## src/rtl/dspmac_fir_seq_16_40.sv

```systemverilog
// ---------------------------------------------------------------------------
// dspmac_fir_seq_16_40
//
// Sequencer that turns an external 16x16 -> 40-bit MAC into a TAPS-tap FIR
// filter. This block owns the sample delay line and the coefficient bank,
// streams (opcode, sample, coefficient) into the MAC one tap per cycle, then
// reads the accumulator back, rounds half-up, shifts by SHIFT and saturates
// it to a signed 16-bit result delivered on a valid/ready stream.
//
// Ports
//   clk, rst_n          rising-edge clock, async active-low reset (shared
//                       with the MAC)
//   coef_we/addr/data   coefficient write port, honoured only while idle
//   s_valid/ready/data  input sample stream
//   mac_opcode/a/b      operand stream to the MAC (00 CLR, 01 MUL, 10 MAC,
//                       11 NOP); decoded from registered state only
//   mac_accu            40-bit signed accumulator returned by the MAC
//   m_valid/ready/data  filtered output stream
//   m_sat               m_data was clipped; qualified by m_valid
//   busy                high whenever the sequencer is not idle
// ---------------------------------------------------------------------------
module dspmac_fir_seq_16_40 #(
  parameter int TAPS  = 8,
  parameter int SHIFT = 15
) (
  input  logic        clk,
  input  logic        rst_n,
  input  logic        coef_we,
  input  logic [3:0]  coef_addr,
  input  logic [15:0] coef_data,
  input  logic        s_valid,
  output logic        s_ready,
  input  logic [15:0] s_data,
  output logic [1:0]  mac_opcode,
  output logic [15:0] mac_a,
  output logic [15:0] mac_b,
  input  logic [39:0] mac_accu,
  output logic        m_valid,
  input  logic        m_ready,
  output logic [15:0] m_data,
  output logic        m_sat,
  output logic        busy
);

  localparam int KW = (TAPS > 1) ? $clog2(TAPS) : 1;
  localparam logic [KW-1:0] K_LAST   = KW'(TAPS - 1);
  localparam logic [4:0]    TAPS_LIM = 5'(TAPS);
  localparam logic signed [40:0] RND = 41'sd1 <<< (SHIFT - 1);
  localparam logic signed [40:0] Q_MAX = 41'sd32767;
  localparam logic signed [40:0] Q_MIN = -41'sd32768;

  typedef enum logic [1:0] {
    S_IDLE,
    S_RUN,
    S_WAIT,
    S_OUT
  } state_e;

  typedef enum logic [1:0] {
    OP_CLR = 2'b00,
    OP_MUL = 2'b01,
    OP_MAC = 2'b10,
    OP_NOP = 2'b11
  } op_e;

  state_e        state_q, state_d;
  logic [KW-1:0] k_q, k_d;
  logic [15:0]   x_q [TAPS];
  logic [15:0]   h_q [TAPS];
  logic          m_valid_q, m_valid_d;
  logic [15:0]   m_data_q, m_data_d;
  logic          m_sat_q, m_sat_d;
  logic          shift_en;
  logic          coef_wr_en;
  op_e           op;

  // Quantizer: round half-up by adding 2^(SHIFT-1) before the arithmetic
  // shift, then clip to the signed 16-bit range.
  logic signed [40:0] acc_ext;
  logic signed [40:0] rnd_sum;
  logic signed [40:0] q_full;
  logic [15:0]        q_data;
  logic               q_sat;

  assign acc_ext = $signed({mac_accu[39], mac_accu});
  assign rnd_sum = acc_ext + RND;
  assign q_full  = rnd_sum >>> SHIFT;

  always_comb begin
    q_data = q_full[15:0];
    q_sat  = 1'b0;
    if (q_full > Q_MAX) begin
      q_data = 16'h7FFF;
      q_sat  = 1'b1;
    end else if (q_full < Q_MIN) begin
      q_data = 16'h8000;
      q_sat  = 1'b1;
    end
  end

  assign coef_wr_en = coef_we && (state_q == S_IDLE) && ({1'b0, coef_addr} < TAPS_LIM);

  always_comb begin
    state_d   = state_q;
    k_d       = k_q;
    m_valid_d = m_valid_q;
    m_data_d  = m_data_q;
    m_sat_d   = m_sat_q;
    shift_en  = 1'b0;
    s_ready   = 1'b0;
    busy      = 1'b1;
    op        = OP_NOP;
    mac_a     = '0;
    mac_b     = '0;

    unique case (state_q)
      S_IDLE: begin
        s_ready = 1'b1;
        busy    = 1'b0;
        if (s_valid) begin
          shift_en = 1'b1;
          k_d      = '0;
          state_d  = S_RUN;
        end
      end
      S_RUN: begin
        mac_a = x_q[k_q];
        mac_b = h_q[k_q];
        // MUL on the first tap overwrites the accumulator, so no CLR is issued.
        op    = (k_q == '0) ? OP_MUL : OP_MAC;
        k_d   = k_q + 1'b1;
        if (k_q == K_LAST) begin
          state_d = S_WAIT;
        end
      end
      S_WAIT: begin
        m_data_d  = q_data;
        m_sat_d   = q_sat;
        m_valid_d = 1'b1;
        state_d   = S_OUT;
      end
      S_OUT: begin
        if (m_ready) begin
          m_valid_d = 1'b0;
          state_d   = S_IDLE;
        end
      end
      default: begin
        state_d = S_IDLE;
      end
    endcase
  end

  assign mac_opcode = op;
  assign m_valid    = m_valid_q;
  assign m_data     = m_data_q;
  assign m_sat      = m_sat_q;

  always_ff @(posedge clk or negedge rst_n) begin
    if (!rst_n) begin
      state_q   <= S_IDLE;
      k_q       <= '0;
      m_valid_q <= 1'b0;
      m_data_q  <= '0;
      m_sat_q   <= 1'b0;
    end else begin
      state_q   <= state_d;
      k_q       <= k_d;
      m_valid_q <= m_valid_d;
      m_data_q  <= m_data_d;
      m_sat_q   <= m_sat_d;
    end
  end

  always_ff @(posedge clk or negedge rst_n) begin
    if (!rst_n) begin
      for (int unsigned i = 0; i < TAPS; i++) begin
        x_q[i] <= '0;
      end
    end else if (shift_en) begin
      for (int unsigned i = TAPS - 1; i > 0; i--) begin
        x_q[i] <= x_q[i-1];
      end
      x_q[0] <= s_data;
    end
  end

  always_ff @(posedge clk or negedge rst_n) begin
    if (!rst_n) begin
      for (int unsigned i = 0; i < TAPS; i++) begin
        h_q[i] <= '0;
      end
    end else if (coef_wr_en) begin
      h_q[coef_addr[KW-1:0]] <= coef_data;
    end
  end

endmodule

```

## config.mk

```make
export PLATFORM = sky130hd
export DESIGN_NAME = dspmac_fir_seq_16_40
export DESIGN_NICKNAME = d
export VERILOG_FILES = /design/src/rtl/dspmac_fir_seq_16_40.sv
export SDC_FILE = /design/constraint.sdc
export NUM_CORES = 1
export LEC_CHECK = 0
export ABC_AREA = 1
export BUFFER_PORTS_ARGS = -buffer_cell sky130_fd_sc_hd__clkbuf_2
export CAP_MARGIN = 25
export CORE_MARGIN = 2
export CORE_UTILIZATION = 40
export CTS_CLUSTER_SIZE = 40
export DETAILED_ROUTE_END_ITERATION = 16
export PLACE_DENSITY = 0.64
export SYNTH_ARGS = -nofsm -noshare
export SYNTH_HDL_FRONTEND = slang
export SYNTH_SLANG_ARGS = --single-unit
```

## constraint.sdc

```tcl
create_clock -name clk -period 2.26 [get_ports clk]
set_input_delay 0 -clock clk [delete_from_list [all_inputs] [get_ports clk]]
set_output_delay 0 -clock clk [all_outputs]
set_load 0.03 [all_outputs]
```

# ---- Yosys cells after proc, flatten, opt, wreduce, memory -nomap -nowiden
# Cells that the tools add are included.
dict set report totals {
  ff_bits 279
  latchBits 0
  ram_bits 0
  mem_bits_ro 0
  in_bits 81
  output_inout_bits 54
  wordCells 77
  mem_count 0
}
dict set report classes {
  add_sub_neg 2
  mul 0
  div_mod_pow 0
  order_cmp 6
  eq_ne 7
  shifts 0
  mux 29
  n_bitwise 2
  reduce_logical 10
}
# operator n
set ops {}
lappend ops {{2-to-1 mux 16 bit} 9}
lappend ops {{bitwise mux 128 bit} 1}
lappend ops {{binary-select mux 16 bit (select 3 bit)} 2}
lappend ops {{demux 16 bit (select 3 bit)} 1}
lappend ops {{adder 40 x 16 -> 41 bit (second input constant)} 1}
lappend ops {{greater-than comparator 26 x 16 -> 1 bit (second input constant)} 1}
lappend ops {{less-than comparator 26 x 16 -> 1 bit (second input constant)} 1}
lappend ops {{2-to-1 mux 2 bit} 5}
lappend ops {{>= comparator 4 bit (second input constant)} 2}
lappend ops {{NOT 3 -> 4 bit} 2}
lappend ops {{case mux 2 bit (4 select lines)} 1}
lappend ops {{2-to-1 mux 1 bit} 7}
lappend ops {{!= test 2 bit (second input constant)} 3}
lappend ops {{case mux 3 bit (2 select lines)} 1}
lappend ops {{equality test 2 bit (second input constant)} 2}
lappend ops {{less-than comparator 4 x 1 -> 1 bit (second input constant)} 1}
lappend ops {{less-than comparator 4 bit (second input constant)} 1}
lappend ops {{AND reduction 2 bit} 2}
lappend ops {{nonzero test 2 bit} 2}
lappend ops {{adder 3 x 1 -> 3 bit (second input constant)} 1}
lappend ops {{equality test 3 bit (second input constant)} 1}
lappend ops {{logical AND 1 bit} 3}
lappend ops {{logical NOT 3 bit} 1}
lappend ops {{2-to-1 mux 3 bit} 1}
lappend ops {{other kinds (4)} 4}

# ---- Depth between registers and ports, before layout
dict set report depth {
  depth_word 6
  depth_mapped 17
  depth_no_buf 16
}

# ---- Worst setup path after synthesis
# Ideal clock, no wire load.
dict set report synth_path {
  path_kind {register to register}
  startpoint {register state_q[0]}
  endpoint {register h_q[100] (netlist bit)}
  setup_time_ps 131
  arrival_time_ps 1821
  t_required_ps 2129
  slack_ps 307
  stages_incl_launch_ff 9
  n_path_buf 1
  synth_period_minus_slack_ps 1953
  path_cell_list {dfrtp_1 -> inv_1 -> ha_1 -> nand2_1 -> nor2_1 -> nand4_1 -> clkbuf_1 -> nand2_1 -> o21ai_0}
}
dict set report synth_between {
  elab_chain_cells 3
}
# item line
set synth_lines {}
lappend synth_lines {{start, declared} 66} ;# state_e state_q, state_d;
lappend synth_lines {{start signal, assigned} 167} ;# state_q <= state_d;
lappend synth_lines {{logical NOT 2 bit} 101} ;# assign coef_wr_en = coef_we && (state_q == S_IDLE) && ({1'b0, coef_addr} < TAPS_LIM);
lappend synth_lines {{logical AND 1 bit (2 in series)} 101}
lappend synth_lines {{end signal, assigned by index} 194} ;# h_q[coef_addr[KW-1:0]] <= coef_data;
lappend synth_lines {{end, declared} 69} ;# logic [15:0] h_q [TAPS];
# Every way passes these cells.
# A chain may end at the register's enable or synchronous reset.

# ---- Worst setup path after layout
dict set report layout_path {
  startpoint {register k_q[0]}
  endpoint {output mac_b[6]}
}
dict set report layout_between {
  elab_chain_cells 5
}
# item line
set layout_lines {}
lappend layout_lines {{start, declared} 67} ;# logic [KW-1:0] k_q, k_d;
lappend layout_lines {{start signal, assigned} 168} ;# k_q <= k_d;
lappend layout_lines {{NOT 3 -> 4 bit (not written as such)} 128} ;# mac_b = h_q[k_q];
lappend layout_lines {{binary-select mux 16 bit (select 3 bit)} 128}
lappend layout_lines {{2-to-1 mux 16 bit (not written as such) (2 in series)} 128}
lappend layout_lines {{2-to-1 mux 16 bit} 116} ;# unique case (state_q)
lappend layout_lines {{end, declared} 36} ;# output logic [15:0] mac_b,
# Every way passes these cells. The select of a mux whose other input is x is not followed.

==> flow_summary.ini <==
[drt]
wl_per_cell_um = 16.7
avgViaCountPerCell = 5.20
dr.pass1.iters = 6
dr.first_iter.drc_count = 1028
drt-total-wl_um = 38600
drc = 0
postRouteAntennaNets = 0
vias = 12020

[power]
power.total_mw = 24.3
pwr-share-clk = 0.200
p_int_mw = 14.4
p_comb_frac = 0.444
seq_power_share = 0.355
p_leak_nw = 7.97
cellPowerDensity_mw_per_mm2 = 1430
sw_frac_of_total = 0.409
peakVddDrop_mv = 0.716
switchingPower_mw = 9.96

[clock_network]
cts_tree = yes
htreeDepth = 1
cts_root_buf = clkbuf_16
cts_num_sinks = 279
clk_path_buf_depth = 3
cts_buffers = 31
clkTransAtPathRegs_ps = 60
clock_latency_ps = 560

[synthesis]
yosys.area.top_type = dfrtp_1
synth_edf_count = 0
synth_area_leaders = dfrtp_1 52%, o21ai_0 14%, nand2_1 11%, nor2_1 4.9%, inv_1 3.7%
ys.warnings.count = 0
synth_cell_types = 31
async_flop_share = 1.00
syn_avg_cell_area_um2 = 7.89
yosysMostFrequentCell = nand2_1
ys_seq_area_frac = 0.523
ys_ff_latch = 279
syn_nets = 1780
ys.flop_type = dfrtp_1
netlist_instances = 1691
syn_area_mm2 = 0.0133
synthTopCellsByCount = 395 x nand2_1, 372 x o21ai_0, 279 x dfrtp_1
synth_top_area_frac = 0.523

[sta]
rsz0062_at_grt = true
relSlewSlack = 0.626
min_period_ps = 2280
drv_slew = 0
worst_pin_slew_ps = 558
final-setup-viol-count = 2
period_share = 1.01
hold-worst-slack_ps = -1.87
setup_ws_ps = -23.9
clock.fmax_mhz = 438
hold_viol_final = 1
skew_ps = 13.5

[job]
maxCapViolations = 0

[die]
row_count = 66
die_w_um = 187
die_area_mm2 = 0.0348
pin_count = 135
core-area_mm2 = 0.0327
die_y_um = 187
start_util = 0.408

[final_layout]
synthToLayoutAreaGrowth_pct = 27.3
fill_cells = 3052
nets = 1937
num_antenna_cells = 0
drive_above_1_share = 0.151

[grt]
grt_max_degree = 84
grt_pass1_wl_um = 58600
grt_pass1_vias = 11204
grt_overflow = 0
grtUsageTotal = 0.205
antenna_found_initial = 0

[critical_path]
path_max_fanout = 8
end_kind = output pin
crit_type = flip-flop to output pin
critPathLaunchType = flip-flop
arrival_ps = 2280
required_ps = 2260

[outcome]
violations = negative hold slack, negative setup slack
status = finished, violations left

[placed_design]
numPortBuffers = 120
gp_congestion = 0.850
place_hpwl_um = 21000

[hold_path]
hold_path_class = input port to async pin
## cells by family after synthesis
| family | count (synthesis) | synth area share |
|---|---|---|
| simple gates | 623 | 0.187 |
| fa+ha+maj | 8 | 0.00750 |
| xor+xnor | 15 | 0.00985 |
| flops | 279 | 0.523 |
| buf+inv | 244 | 0.0699 |
| mux | 4 | 0.00338 |
| compound gates | 518 | 0.199 |
## worst max-delay path, stage by stage, from the launching register on
cell      delay, ps
dfrtp_4         550
clkinv_8        170
buf_12          180
buf_16          130
o21ai_0         280
a31oi_2         210
buf_6           200
## what timing repair did
| action | 4_1_cts | 5_1_grt |
|---|---|---|
| pin swaps | 2 | 19 |
| resized for setup | 44 | 152 |
| hold buffers | 52 | 0 |
| setup endpoints to repair | 28 | 32 |
| hold endpoints to repair | 424 | 0 |
| cloned | 5 | 13 |
| setup buffers | 1 | 5 |
## path summary, 6_finish.rpt
kind / end / cells after the start / start / slack (ps)
worst max-delay path: mac_b[6] / 6 / k_q[0] / -20
max in group asynchronous: x_q[12] / 4 / rst_n / 1430
min in group clk: m_data[2] / 7 / mac_accu[14] / 80
worst max register to register: state_q[0] / 9 / k_q[0] / 230
worst min-delay path: x_q[53] / 2 / rst_n / -2
worst min register to register: h_q[43] / 2 / h_q[43] / 480
## routing by layer
metal  vias up  part of all wire  track usage
li1       5849                 -            -
met1      5790              0.47        0.286
met2       341              0.47        0.340
met3        40             0.055       0.0263
met4         0             0.013       0.0467
met5         -                 0            0
## power groups by stage
stage	clock [mW]	sequential, mW	combinational [mW]
after floorplan	0	8.63	5.84
after global placement	0	8.53	8.42
after detailed placement	0	8.61	8.62
after CTS	4.96	8.57	9.46
after global routing	5.18	8.94	11.9
final	4.87	8.65	10.8
## area by class of cell
| class | count | area [µm²] | area share |
|---|---|---|---|
| clock buffers | 48 | 940 | 0.0553 |
| clock inverters | 8 | 47.5 | 0.00280 |
| inverters | 135 | 524 | 0.0309 |
| multi-input cells | 1168 | 5630 | 0.332 |
| flip-flops and latches | 279 | 6990 | 0.411 |
| well taps | 442 | 553 | 0.0326 |
| repair buffers | 233 | 2300 | 0.135 |
## cells in the final DEF (no fill, tap or decap), types with 2 or more instances in the layout
cell           count
a21oi_1           89
a21oi_2            7
a31oi_1           19
a31oi_2            6
a31oi_4            7
buf_12            16
buf_16             6
buf_4             42
buf_6             12
buf_8              5
clkbuf_1           7
clkbuf_16         43
clkbuf_2          86
clkbuf_8          10
clkinv_1           2
clkinv_2           5
clkinvlp_4         3
dfrtp_1          277
dlygate4sd3_1     52
ha_1               7
inv_1            129
inv_2              2
mux2_2             4
nand2_1          389
nand2_2            8
nand2_4            3
nand3_1           29
nand3b_1           4
nand4_1            9
nor2_1           171
nor2_2             3
nor2_4             2
o21ai_0          318
o21ai_1           52
o21ai_2            2
o22ai_1           17
xnor2_1           10
xor2_1             5
## registers in the layout (all words and copies together), names as in the netlist
signal	count
m_sat	1
m_valid	1
x_q	128
m_data	16
k_q	3
h_q	128
state_q	2
## per-stage QoR
| step | util | instance area [µm²] | worst slack, ps | TNS (ps) | instances |
|---|---|---|---|---|---|
| floorplan | - | 13300 | 307 | 0 | 1691 |
| global placement | 0.444 | 14500 | 352 | 0 | 2181 |
| detailed placement | 0.444 | 14500 | 258 | 0 | 2181 |
| CTS | 0.501 | 16400 | -17.8 | -48.2 | 2295 |
| global route | 0.519 | 17000 | -132 | -598 | 2313 |
| finish | 0.519 | 17000 | -23.9 | -25.9 | 2313 |
(Power assumes the default switching activity.)
